[src/rtl/netlist_bist_ctrl_if.sv]
// Start/done handshake toward the test top plus the stimulus/response pair toward the netlist.
// master = test top side (drives start/abort and the netlist response), slave = the BIST controller.
interface netlist_bist_ctrl_if;
    logic        start;
    logic        abort;
    logic [5:0]  vec_out;
    logic [2:0]  resp_in;
    logic        busy;
    logic        done;
    logic        pass;
    logic [15:0] signature;

    modport master (
        output start, abort, resp_in,
        input  vec_out, busy, done, pass, signature
    );

    modport slave (
        input  start, abort, resp_in,
        output vec_out, busy, done, pass, signature
    );
endinterface

[src/rtl/netlist_bist_ctrl.sv]
// BIST sequencer: walks all 64 netlist input vectors, holding each SETTLE+1 cycles, into a 16-bit MISR.
// Run takes 64*(SETTLE+1) cycles from start; level done/pass until the next start, abort only honoured in RUN.
module netlist_bist_ctrl #(
    parameter int unsigned SETTLE = 0,
    parameter logic [15:0] SEED   = 16'hFFFF,
    parameter logic [15:0] GOLDEN = 16'h0000,
    parameter logic [15:0] POLY   = 16'h1021
) (
    input  logic               clk,
    input  logic               rst,
    netlist_bist_ctrl_if.slave bus
);
    typedef enum logic [1:0] {IDLE, RUN, DONE} state_t;

    localparam logic [3:0] SETTLE_C = 4'(SETTLE);

    state_t      state, state_nxt;
    logic [5:0]  vec, vec_nxt;
    logic [3:0]  wait_cnt, wait_nxt;
    logic [15:0] sig, sig_nxt;
    logic [15:0] misr;
    logic        busy_r, done_r;

    // Shift-out bit is dropped; the response folds into the low three bits.
    assign misr = {sig[14:0], 1'b0} ^ (sig[15] ? POLY : 16'h0000) ^ {13'b0, bus.resp_in};

    always_ff @(posedge clk or posedge rst) begin
        if (rst) begin
            state    <= IDLE;
            vec      <= 6'd0;
            wait_cnt <= 4'd0;
            sig      <= SEED;
            busy_r   <= 1'b0;
            done_r   <= 1'b0;
        end else begin
            state    <= state_nxt;
            vec      <= vec_nxt;
            wait_cnt <= wait_nxt;
            sig      <= sig_nxt;
            busy_r   <= (state_nxt == RUN);
            done_r   <= (state_nxt == DONE);
        end
    end

    always_comb begin
        state_nxt = state;
        vec_nxt   = vec;
        wait_nxt  = wait_cnt;
        sig_nxt   = sig;
        case (state)
            IDLE, DONE: begin
                if (bus.start) begin
                    state_nxt = RUN;
                    sig_nxt   = SEED;
                    vec_nxt   = 6'd0;
                    wait_nxt  = 4'd0;
                end
            end
            RUN: begin
                // Abort outranks a capture landing on the same edge.
                if (bus.abort) begin
                    state_nxt = IDLE;
                    sig_nxt   = SEED;
                    vec_nxt   = 6'd0;
                    wait_nxt  = 4'd0;
                end else if (wait_cnt == SETTLE_C) begin
                    sig_nxt  = misr;
                    wait_nxt = 4'd0;
                    vec_nxt  = vec + 6'd1;
                    if (vec == 6'd63) begin
                        state_nxt = DONE;
                    end
                end else begin
                    wait_nxt = wait_cnt + 4'd1;
                end
            end
            default: begin
                state_nxt = IDLE;
            end
        endcase
    end

    assign bus.vec_out   = vec;
    assign bus.busy      = busy_r;
    assign bus.done      = done_r;
    assign bus.pass      = done_r && (sig == GOLDEN);
    assign bus.signature = sig;
endmodule

[src/flat_wrapper.sv]
// flat-port wrapper written by rule: the top's interface ports become plain ports
module netlist_bist_ctrl_flat 
#(
    parameter int unsigned SETTLE = 0,
    parameter logic [15:0] SEED   = 16'hFFFF,
    parameter logic [15:0] GOLDEN = 16'h0000,
    parameter logic [15:0] POLY   = 16'h1021
)
  (clk, rst, bus_start, bus_abort, bus_resp_in, bus_vec_out, bus_busy, bus_done, bus_pass, bus_signature);
  netlist_bist_ctrl_if bus_i ();
  input  logic clk;
  input  logic rst;
  input wire logic [$bits(bus_i.start)-1:0] bus_start;
  input wire logic [$bits(bus_i.abort)-1:0] bus_abort;
  input wire logic [$bits(bus_i.resp_in)-1:0] bus_resp_in;
  output wire logic [$bits(bus_i.vec_out)-1:0] bus_vec_out;
  output wire logic [$bits(bus_i.busy)-1:0] bus_busy;
  output wire logic [$bits(bus_i.done)-1:0] bus_done;
  output wire logic [$bits(bus_i.pass)-1:0] bus_pass;
  output wire logic [$bits(bus_i.signature)-1:0] bus_signature;
  assign bus_i.start = bus_start;
  assign bus_i.abort = bus_abort;
  assign bus_i.resp_in = bus_resp_in;
  assign bus_vec_out = bus_i.vec_out;
  assign bus_busy = bus_i.busy;
  assign bus_done = bus_i.done;
  assign bus_pass = bus_i.pass;
  assign bus_signature = bus_i.signature;
  netlist_bist_ctrl #(.SETTLE(SETTLE), .SEED(SEED), .GOLDEN(GOLDEN), .POLY(POLY)) u_core (.clk(clk), .rst(rst), .bus(bus_i));
endmodule
[config.mk]
export PLATFORM = sky130hd
export DESIGN_NAME = netlist_bist_ctrl_flat
export DESIGN_NICKNAME = d
export VERILOG_FILES = /design/src/rtl/netlist_bist_ctrl_if.sv /design/src/rtl/netlist_bist_ctrl.sv /design/src/flat_wrapper.sv
export SDC_FILE = /design/constraint.sdc
export NUM_CORES = 1
export LEC_CHECK = 0
export CAP_MARGIN = 30
export CELL_PAD_IN_SITES_DETAIL_PLACEMENT = 1
export CELL_PAD_IN_SITES_GLOBAL_PLACEMENT = 2
export CORE_MARGIN = 1.5
export CORE_UTILIZATION = 36
export CTS_CLUSTER_DIAMETER = 40
export DETAILED_ROUTE_END_ITERATION = 6
export DONT_BUFFER_PORTS = 1
export PLACE_DENSITY_LB_ADDON = 0.1
export SYNTH_ARGS = -nofsm -noshare
export SYNTH_HDL_FRONTEND = slang
export SYNTH_SLANG_ARGS = --single-unit
[constraint.sdc]
create_clock -name clk -period 1.75 [get_ports clk]
set_clock_uncertainty 0.15 [all_clocks]
set_input_delay 0.525 -clock clk [delete_from_list [all_inputs] [get_ports clk]]
set_output_delay 0.525 -clock clk [all_outputs]
set_load 0.01 [all_outputs]
### After elaboration in Yosys (flattened, before gate mapping)

Cells that the tools add are included.

| storage, ports and cells | value |
|---|---|
| logic and storage cells | 43 |
| output and inout bits | 25 |
| bits of input ports | 7 |
| flip-flop bits (word level) | 30 |

| operators by class | value |
|---|---|
| reduce and logical (&&, ||, !) cells | 8 |
| $add $sub $neg | 2 |
| eq/ne operators | 7 |
| muxes and demuxes | 18 |
| bitwise operators | 2 |

Operators with widths:

| cell | count |
|---|---|
| 2-to-1 mux 16 bit | 3 |
| one-hot mux 16 bit (2 select lines) | 1 |
| 2-to-1 mux 6 bit | 3 |
| zero test 16 bit | 1 |
| bitwise XOR 16 bit | 1 |
| bitwise XOR 16 x 3 -> 16 bit | 1 |
| 2-to-1 mux 13 bit | 1 |
| 2-to-1 mux 4 bit | 3 |
| one-hot mux 6 bit (2 select lines) | 1 |
| 2-to-1 mux 2 bit | 4 |
| one-hot mux 4 bit (2 select lines) | 1 |
| adder 6 x 1 -> 6 bit, second input constant | 1 |
| equality test 6 bit, second input constant | 1 |
| adder 4 x 1 -> 4 bit, second input constant | 1 |
| equality test 2 x 1 -> 1 bit, second input constant | 2 |
| equality test 2 bit, second input constant | 2 |
| zero test 4 bit | 1 |
| one-hot mux 2 bit (2 select lines) | 1 |
| inequality test 3 x 2 -> 1 bit, second input constant | 1 |
| AND reduction 3 bit | 1 |
| zero test 2 bit | 1 |
| inequality test 2 bit, second input constant | 1 |
| AND reduction 2 bit | 1 |
| nonzero test 2 bit | 1 |
| 2 further kinds | 2 |

### Depth between registers and ports, before layout

Gate-level depths: netlist of the first run.

| depth | value |
|---|---|
| word-level depth | 6 |
| gate-level depth with buffers | 7 |
| gate-level depth less buffers | 5 |

### Least setup slack after synthesis of the first run

Ideal clock, no wire load.

| path | value |
|---|---|
| path type | register to register |
| from | register u_core.wait_cnt[0] |
| to | register u_core.sig[0] (netlist: u_core.bus.signature[0]) |
| data required time | 1.518 ns |
| cell stages (with the launch flop) | 8 |
| path buffers | 2 |
| data arrival time | 1.716 ns |
| period minus slack after synthesis | 1.948 ns |
| setup slack | -0.198 ns |
| path through | dfrtp_1 > inv_1 > ha_1 > or3b_1 > buf_6 > a22oi_4 > buf_12 > mux2_4 |

| on the way | value |
|---|---|
| longest elaborated chain between the ends | 3 |

RTL lines:

| item | RTL line | RTL |
|---|---|---|
| start, declared | netlist_bist_ctrl.sv:19 | `logic [3:0] wait_cnt, wait_nxt;` |
| start signal, assigned | netlist_bist_ctrl.sv:38 | `wait_cnt <= wait_nxt;` |
| zero test 4 bit | netlist_bist_ctrl.sv:66 | `end else if (wait_cnt == SETTLE_C) begin` |
| inequality test 3 x 2 -> 1 bit (no line) | n/a |  |
| AND reduction 3 bit (no line) | n/a |  |
| end signal, assigned | netlist_bist_ctrl.sv:39 | `sig <= sig_nxt;` |
| end, declared | netlist_bist_ctrl.sv:20 | `logic [15:0] sig, sig_nxt;` |

Every way passes these cells.
A chain may end at the register's enable or synchronous reset.

### Final worst setup path of the first run

| path | value |
|---|---|
| from | register u_core.sig[12] (netlist: u_core.bus.signature[12]) |
| to | output port bus_pass |

| on the way | value |
|---|---|
| longest elaborated chain between the ends | 2 |

RTL lines:

| item | RTL line | RTL |
|---|---|---|
| zero test 16 bit | netlist_bist_ctrl.sv:86 | `assign bus.pass = done_r && (sig == GOLDEN);` |
| logical AND 1 bit | netlist_bist_ctrl.sv:86 |  |
| end, declared | flat_wrapper.sv:19 | `output wire logic [$bits(bus_i.pass)-1:0] bus_pass;` |

Every way passes these cells.

==> results of run 1 <==
## stage by stage
stage                     instances  utilization [%]
after floorplan                 147                -
after global placement          224             43.7
after detailed placement        224             43.7
after CTS                       236             48.2
after global routing            237             48.1
final                           237             48.1
## worst register-to-register path, stage by stage, from the launching register on
cell,delay [ns]
dfrtp_1,0.39
inv_1,0.06
ha_2,0.16
or3b_4,0.41
a22oi_4,0.18
buf_6,0.14
buf_12,0.13
mux2_4,0.31
## cells by family after synthesis
| kind of cell | Yosys count | share of synthesized area [%] |
|---|---|---|
| buffers and inverters | 21 | 6.87 |
| xor gates and xnor gates | 5 | 2.67 |
| adders and majority gates | 3 | 2.29 |
| and+or+nand+nor | 51 | 17.1 |
| DFF | 30 | 47.0 |
| muxes | 18 | 13.7 |
| AOI/OAI and AO/OA | 19 | 10.4 |
## cell usage after synthesis
library cell | instances | area [µm²]
xnor2_1 | 5 | 43.8
and2b_1 | 1 | 7.51
o21ai_0 | 2 | 10.0
o221ai_1 | 2 | 17.5
nand2b_1 | 3 | 18.8
buf_2 | 2 | 10.0
a22oi_4 | 1 | 21.3
clkbuf_1 | 2 | 7.51
nand4b_1 | 1 | 8.76
or4b_1 | 1 | 10.0
nor3b_1 | 2 | 15.0
nand2_1 | 13 | 48.8
a211oi_1 | 1 | 7.51
a2111o_1 | 1 | 11.3
nor4_1 | 3 | 18.8
or4_1 | 1 | 7.51
or3_1 | 1 | 6.26
o31ai_1 | 1 | 7.51
dfrtp_1 | 14 | 350
o211ai_1 | 2 | 15.0
nor2_1 | 10 | 37.5
nor3b_2 | 1 | 12.5
ha_1 | 3 | 37.5
mux2i_1 | 9 | 90.1
inv_1 | 14 | 52.6
a22o_1 | 3 | 26.3
a21o_1 | 2 | 15.0
nand3_1 | 7 | 35.0
buf_12 | 1 | 20.0
nand4_1 | 1 | 6.26
a2bb2oi_1 | 1 | 8.76
mux2_4 | 9 | 135
dfstp_2 | 16 | 420
a32o_1 | 2 | 20.0
nor3_1 | 1 | 5.00
nor4b_1 | 1 | 8.76
nor3_2 | 1 | 10.0
buf_6 | 2 | 22.5
a221o_1 | 1 | 10.0
or3b_1 | 2 | 17.5
and3_1 | 1 | 6.26
## layout by cell type, fill, tap and decap left out, drive strengths merged
master / n
a2111o: 1
a211oi: 1
a21o: 2
a221o: 1
a22o: 3
a22oi: 1
a2bb2oi: 1
a32o: 2
and2b: 1
and3: 1
buf: 37
clkbuf: 7
clkinv: 1
dfrtp: 14
dfstp: 16
ha: 3
inv: 14
mux2: 9
mux2i: 9
nand2: 13
nand2b: 3
nand3: 7
nand4: 1
nand4b: 1
nor2: 10
nor3: 2
nor3b: 3
nor4: 3
nor4b: 1
o211ai: 2
o21ai: 2
o221ai: 2
o31ai: 1
or3: 1
or3b: 2
or4: 1
or4b: 1
xnor2: 5
## layer usage
layer / track usage [%] / up-vias
met4: 7.69 / 0
met1: 25.7 / 655
met3: 4.18 / 7
li1: - / 593
met2: 28.6 / 31
met5: 0 / -
## sequential cells by signal (all words and copies together), names as in the netlist
signal,cells
u_core.bus.done,1
u_core.wait_cnt,4
u_core.state,2
u_core.bus.busy,1
u_core.bus.vec_out,6
u_core.bus.signature,16
## report_power, final
group | total, mW | internal [mW] | switching (mW)
Clock | 0.582 | 0.317 | 0.265
Combinational | 0.369 | 0.186 | 0.183
Sequential | 0.814 | 0.756 | 0.0583
Total | 1.76 | 1.26 | 0.507
## timing repair
item | 4_1_cts | 5_1_grt
gates cloned | 1 | 0
endpoints found under the setup margin | 28 | 28
pin swaps | 7 | 2
gates resized for setup | 14 | 4
buffers inserted | 3 | 3
hold buffers | 0 | 0
## final cells by class
type                       instances  area [µm²]
fill                             498        2270
multi-input combinational         96         821
sequential                        30         771
timing repair buffer              37         309
clock buffer                       7        86.3
tap                               52        65.1
inverter                          14        52.6
clock inverter                     1        5.00
## final timing paths
path	startpoint	end	slack [ns]
min in group clk	bus_start	u_core.state[1]	0.32
max in group asynchronous	rst	u_core.bus.signature[1]	1.18
worst min register to register	u_core.wait_cnt[2]	u_core.wait_cnt[2]	0.43
worst min-delay path	rst	u_core.bus.done	0.002
worst max register to register	u_core.wait_cnt[1]	u_core.bus.signature[5]	-0.24
worst max-delay path	u_core.bus.signature[12]	bus_pass	-0.36
==> flow_metrics.env, run 1 <==
export IMPL_drt_iter0_markers=85
export IMPL_cp_top_family="simple AND/OR/NAND/NOR gates"
export IMPL_vias=1286
export IMPL_drv_slew=0
export IMPL_drc_errors=0
export IMPL_highest_layer="met4"
export IMPL_wl_met2_um=1900
export IMPL_pre_cts_slack_ns=-0.202
export IMPL_first_global_vias=1349
export IMPL_cts_root_buf="clkbuf_8"
export IMPL_antenna_cells=0
export IMPL_insertion_delay_ns=0.28
export IMPL_syn_cell_area_um2=1640
export IMPL_drv_cap=0
export IMPL_reg2reg_depth=7
export IMPL_antenna_found_initial=0
export IMPL_io_buffers=0
export IMPL_die_w_um=70.5
export IMPL_grt_setup_unrepaired="true"
export IMPL_cts_buffer_depth=2
export IMPL_yosys_cell_types_count=41
export IMPL_fmax_mhz=473
export IMPL_grt_total_usage_pct=18.7
export IMPL_wl_per_cell_um=17.9
export IMPL_die_area_um2=4970
export IMPL_syn_area_per_cell_um2=11.2
export IMPL_dpl_cell_area_um2=1920
export IMPL_path_clk_slew_ns=0.06
export IMPL_tightest_slew_ns=0.351
export IMPL_powerDensity_nw_per_um2=837
export IMPL_wl_met3_um=175
export IMPL_p_leak_nw=1.02
export IMPL_worstPathCellList="nor4b_4 -> nand4_1 -> nor4_2 -> buf_4"
export IMPL_max_slew_margin_pct=76.6
export IMPL_cts_buffers=5
export IMPL_boundaryPins=32
export IMPL_firstDrtPassIters=4
export IMPL_gr_total_overflow=0
export IMPL_synth_yosys_seq_area_share_pct=47.0
export IMPL_slowest_delay_ns=0.39
export IMPL_clock_sinks=30
export IMPL_finalHoldWorstSlack_ns=0.00219
export IMPL_initial_utilization_pct=37.4
export IMPL_ir_drop_v=0.000378
export IMPL_slowest_stage="dfstp_2"
export IMPL_final_nets=194
export IMPL_rows=24
export IMPL_cts_htree_levels=2
export IMPL_area_growth_pct=28.6
export IMPL_hold_viol_final=0
export IMPL_min_period_over_period_pct=121
export IMPL_core_um2=4380
export IMPL_tns_ns=-3.45
export IMPL_drt_wl_total_um=4240
export IMPL_route_layer_met1_wl_um=2100
export IMPL_drive_above_1_share_pct=44.3
export IMPL_crit_path_end_kind="output port"
export IMPL_place_congestion=0.792
export IMPL_violations="negative setup slack"
export IMPL_crit_type="reg -> out"
export IMPL_crit_arrival_ns=1.44
export IMPL_critPathRequiredTime_ns=1.07
export IMPL_status="finished, violations left"
export IMPL_grt_pass1_wl_um=7040
export IMPL_period_needed_ns=2.11
export IMPL_power_mw=1.76
export IMPL_dp_final_hpwl_um=2980
export IMPL_hold_class="in -> async"
export IMPL_netlist_instances=147
export IMPL_die_h_um=70.5
export IMPL_critPathBufInv=1
export IMPL_crit_cells=4
export IMPL_grt_max_degree=17
export IMPL_ys_ff_latch=30
export IMPL_yosysWarnings=0
export IMPL_post_drt_via_cell_ratio=5.43
export IMPL_design_area_um2=2110
export IMPL_synth_nets=157
export IMPL_fin_ws_ns=-0.363
export IMPL_tritoncts="done"
export IMPL_setup_viol=27
export IMPL_crit_fanout=2
export IMPL_critPathLaunchType="flop"
export IMPL_ant_nets=0
Note: power is estimated with default switching activity, not from simulation.
==> run 2: changes to the inputs <==
- ABC_CLOCK_PERIOD_IN_PS: unset -> 1750
- PLACE_DENSITY: unset -> 0.82
- PLACE_DENSITY_LB_ADDON: 0.1 -> unset
==> run 2 against run 1 <==
  * The flow still finishes with violations (negative setup slack)
  * Combinational power is 6.8% higher
  * Wire length is 16% higher
  * Final cell count is 1.3% higher
  * Worst setup slack worse by 0.047 ns
  * Hold slack better by 0.046 ns
  * Final area is 4.9% higher
  * Core utilization is 2.3 points higher
  * Total power is 19% higher
  * First-iteration DRC count is 11% lower
  * Sequential power is 1% lower
  * Largest cell class unchanged
  * Highest routed layer unchanged
==> flow_metrics.env, run 2 (synthesis gave the netlist of run 1 again) <==
export IMPL_status="finished, violations left"
export IMPL_violations="negative setup slack"
export IMPL_antenna_found_initial=0
export IMPL_finalHoldWorstSlack_ns=0.0486
export IMPL_drv_cap=0
export IMPL_post_drt_via_cell_ratio=5.50
export IMPL_grt_setup_unrepaired="true"
export IMPL_die_w_um=70.5
export IMPL_drt_wl_total_um=4920
export IMPL_final_nets=197
export IMPL_first_global_vias=1487
export IMPL_fmax_mhz=463
export IMPL_drt_iter0_markers=76
export IMPL_path_clk_slew_ns=0.08
export IMPL_dp_final_hpwl_um=3100
export IMPL_antenna_cells=0
export IMPL_crit_fanout=2
export IMPL_cts_htree_levels=2
export IMPL_fillCellCount=474
export IMPL_initial_utilization_pct=37.4
export IMPL_slowest_stage="dfstp_2"
export IMPL_area_growth_pct=34.9
export IMPL_setup_viol=27
export IMPL_crit_path_end_kind="output port"
export IMPL_ir_drop_v=0.000473
export IMPL_cts_hold_buffers=0
export IMPL_worstPathCellList="nor4_4 -> nand4_1 -> nor4_2 -> buf_4"
export IMPL_largest_reg_flops=16
export IMPL_grt_pass1_wl_um=8240
export IMPL_max_slew_margin_pct=72.6
export IMPL_hold_class="in -> async"
export IMPL_powerDensity_nw_per_um2=947
export IMPL_period_needed_ns=2.16
export IMPL_mostFrequentLayoutCells="32 x buf_4, 16 x dfstp_2, 14 x dfrtp_1"
export IMPL_ant_nets=0
export IMPL_die_h_um=70.5
export IMPL_critPathRequiredTime_ns=1.07
export IMPL_die_area_um2=4970
export IMPL_drive_above_1_share_pct=47.9
export IMPL_vias=1321
export IMPL_slowest_delay_ns=0.39
export IMPL_drc_errors=0
export IMPL_crit_type="reg -> out"
export IMPL_highest_layer="met4"
export IMPL_io_buffers=0
export IMPL_firstDrtPassIters=4
export IMPL_fin_ws_ns=-0.409
export IMPL_pre_cts_slack_ns=-0.226
export IMPL_gr_total_overflow=0
export IMPL_critPathBufInv=1
export IMPL_cp_top_family="simple AND/OR/NAND/NOR gates"
export IMPL_cts_buffer_depth=2
export IMPL_hold_viol_final=0
export IMPL_layout_commonest_cell="buf_4"
export IMPL_p_leak_nw=1.07
export IMPL_grt_max_degree=31
export IMPL_tritoncts="done"
export IMPL_insertion_delay_ns=0.30
export IMPL_crit_arrival_ns=1.48
export IMPL_cts_root_buf="clkbuf_8"
export IMPL_min_period_over_period_pct=123
export IMPL_drv_slew=0
export IMPL_wl_per_cell_um=20.5
export IMPL_crit_start="u_core.bus.signature[8]"
export IMPL_critPathLaunchType="flop"
export IMPL_place_congestion=0.919
export IMPL_boundaryPins=32
export IMPL_wl_met2_um=2640
export IMPL_wl_met3_um=161
export IMPL_core_um2=4380
export IMPL_grt_total_usage_pct=21.9
export IMPL_r2r_start="u_core.wait_cnt[1]"
export IMPL_clock_sinks=30
export IMPL_tightest_slew_ns=0.411
export IMPL_rows=24
export IMPL_route_layer_met1_wl_um=2010
export IMPL_cts_buffers=5
-- run 2: cell count changes in the layout (fill, tap and decap cells not counted), moves of 2 or more --
cell	change
buf_6	+3
bufinv_16	+2
inv_1	-2
inv_2	+2
mux2i_1	-2
mux2i_2	+2
nor4_2	-2
-- run 2: layout make-up --
type,count,area [µm²],share of cell area (%)
clock inverter,2,60.1,2.71
timing repair buffer,40,343,15.5
inverter,14,52.6,2.38
clock buffer,6,82.6,3.73
sequential,30,771,34.8
multi-input combinational,96,838,37.9
tap,52,65.1,2.94
-- run 2: metal layers --
layer | track usage, % | up-vias
met1 | 27.4 | 681
li1 | - | 600
met4 | 10.5 | 0
met5 | 0 | -
met3 | 3.46 | 7
met2 | 37.0 | 33
-- run 2: power breakdown --
group          total, mW  internal, mW  switching, mW  leakage, nW
combinational      0.394         0.193          0.201        0.640
sequential         0.803         0.755         0.0482        0.359
clock              0.898         0.608          0.291       0.0714
-- run 2: worst paths after layout --
| path | end | slack, ns | cells after the start |
|---|---|---|---|
| worst min register to register | u_core.bus.signature[3] | 0.44 | 2 |
| max in group asynchronous | u_core.bus.signature[5] | 1.08 | 2 |
| min in group clk | u_core.bus.done | 0.31 | 2 |
| worst max-delay path | bus_pass | -0.41 | 4 |
| worst max register to register | u_core.bus.signature[0] | -0.27 | 7 |
| worst min-delay path | u_core.wait_cnt[1] | 0.05 | 2 |
-- run 2: metrics by stage --
| stage | TNS [ns] | utilization, % | cells | area (µm²) | total power, mW |
|---|---|---|---|---|---|
| global route | -5.57 | 50.5 | 240 | 2210 | 2.16 |
| finish | -4.35 | 50.5 | 240 | 2210 | 2.10 |
| global placement | -2.20 | 44.2 | 227 | 1940 | 1.14 |
| floorplan | -2.38 | - | 147 | 1660 | 1.04 |
| CTS | -4.59 | 50.3 | 240 | 2200 | 2.11 |
| detailed placement | -4.17 | 44.2 | 227 | 1940 | 1.16 |
-- run 2: what timing repair did --
| action | in CTS | in global routing |
|---|---|---|
| setup buffers | 4 | 5 |
| endpoints found under the hold margin | 0 | 0 |
| cloned | 1 | 0 |
| setup endpoints to repair | 28 | 30 |
| pin swaps | 8 | 6 |
| resized for setup | 18 | 12 |
-- run 2: worst reg2reg max path, stage by stage (launching register included) --
cell	delay, ns
dfrtp_1	0.39
inv_2	0.08
ha_4	0.13
or3b_4	0.41
a22oi_4	0.21
buf_6	0.14
buf_12	0.13
mux2_4	0.30
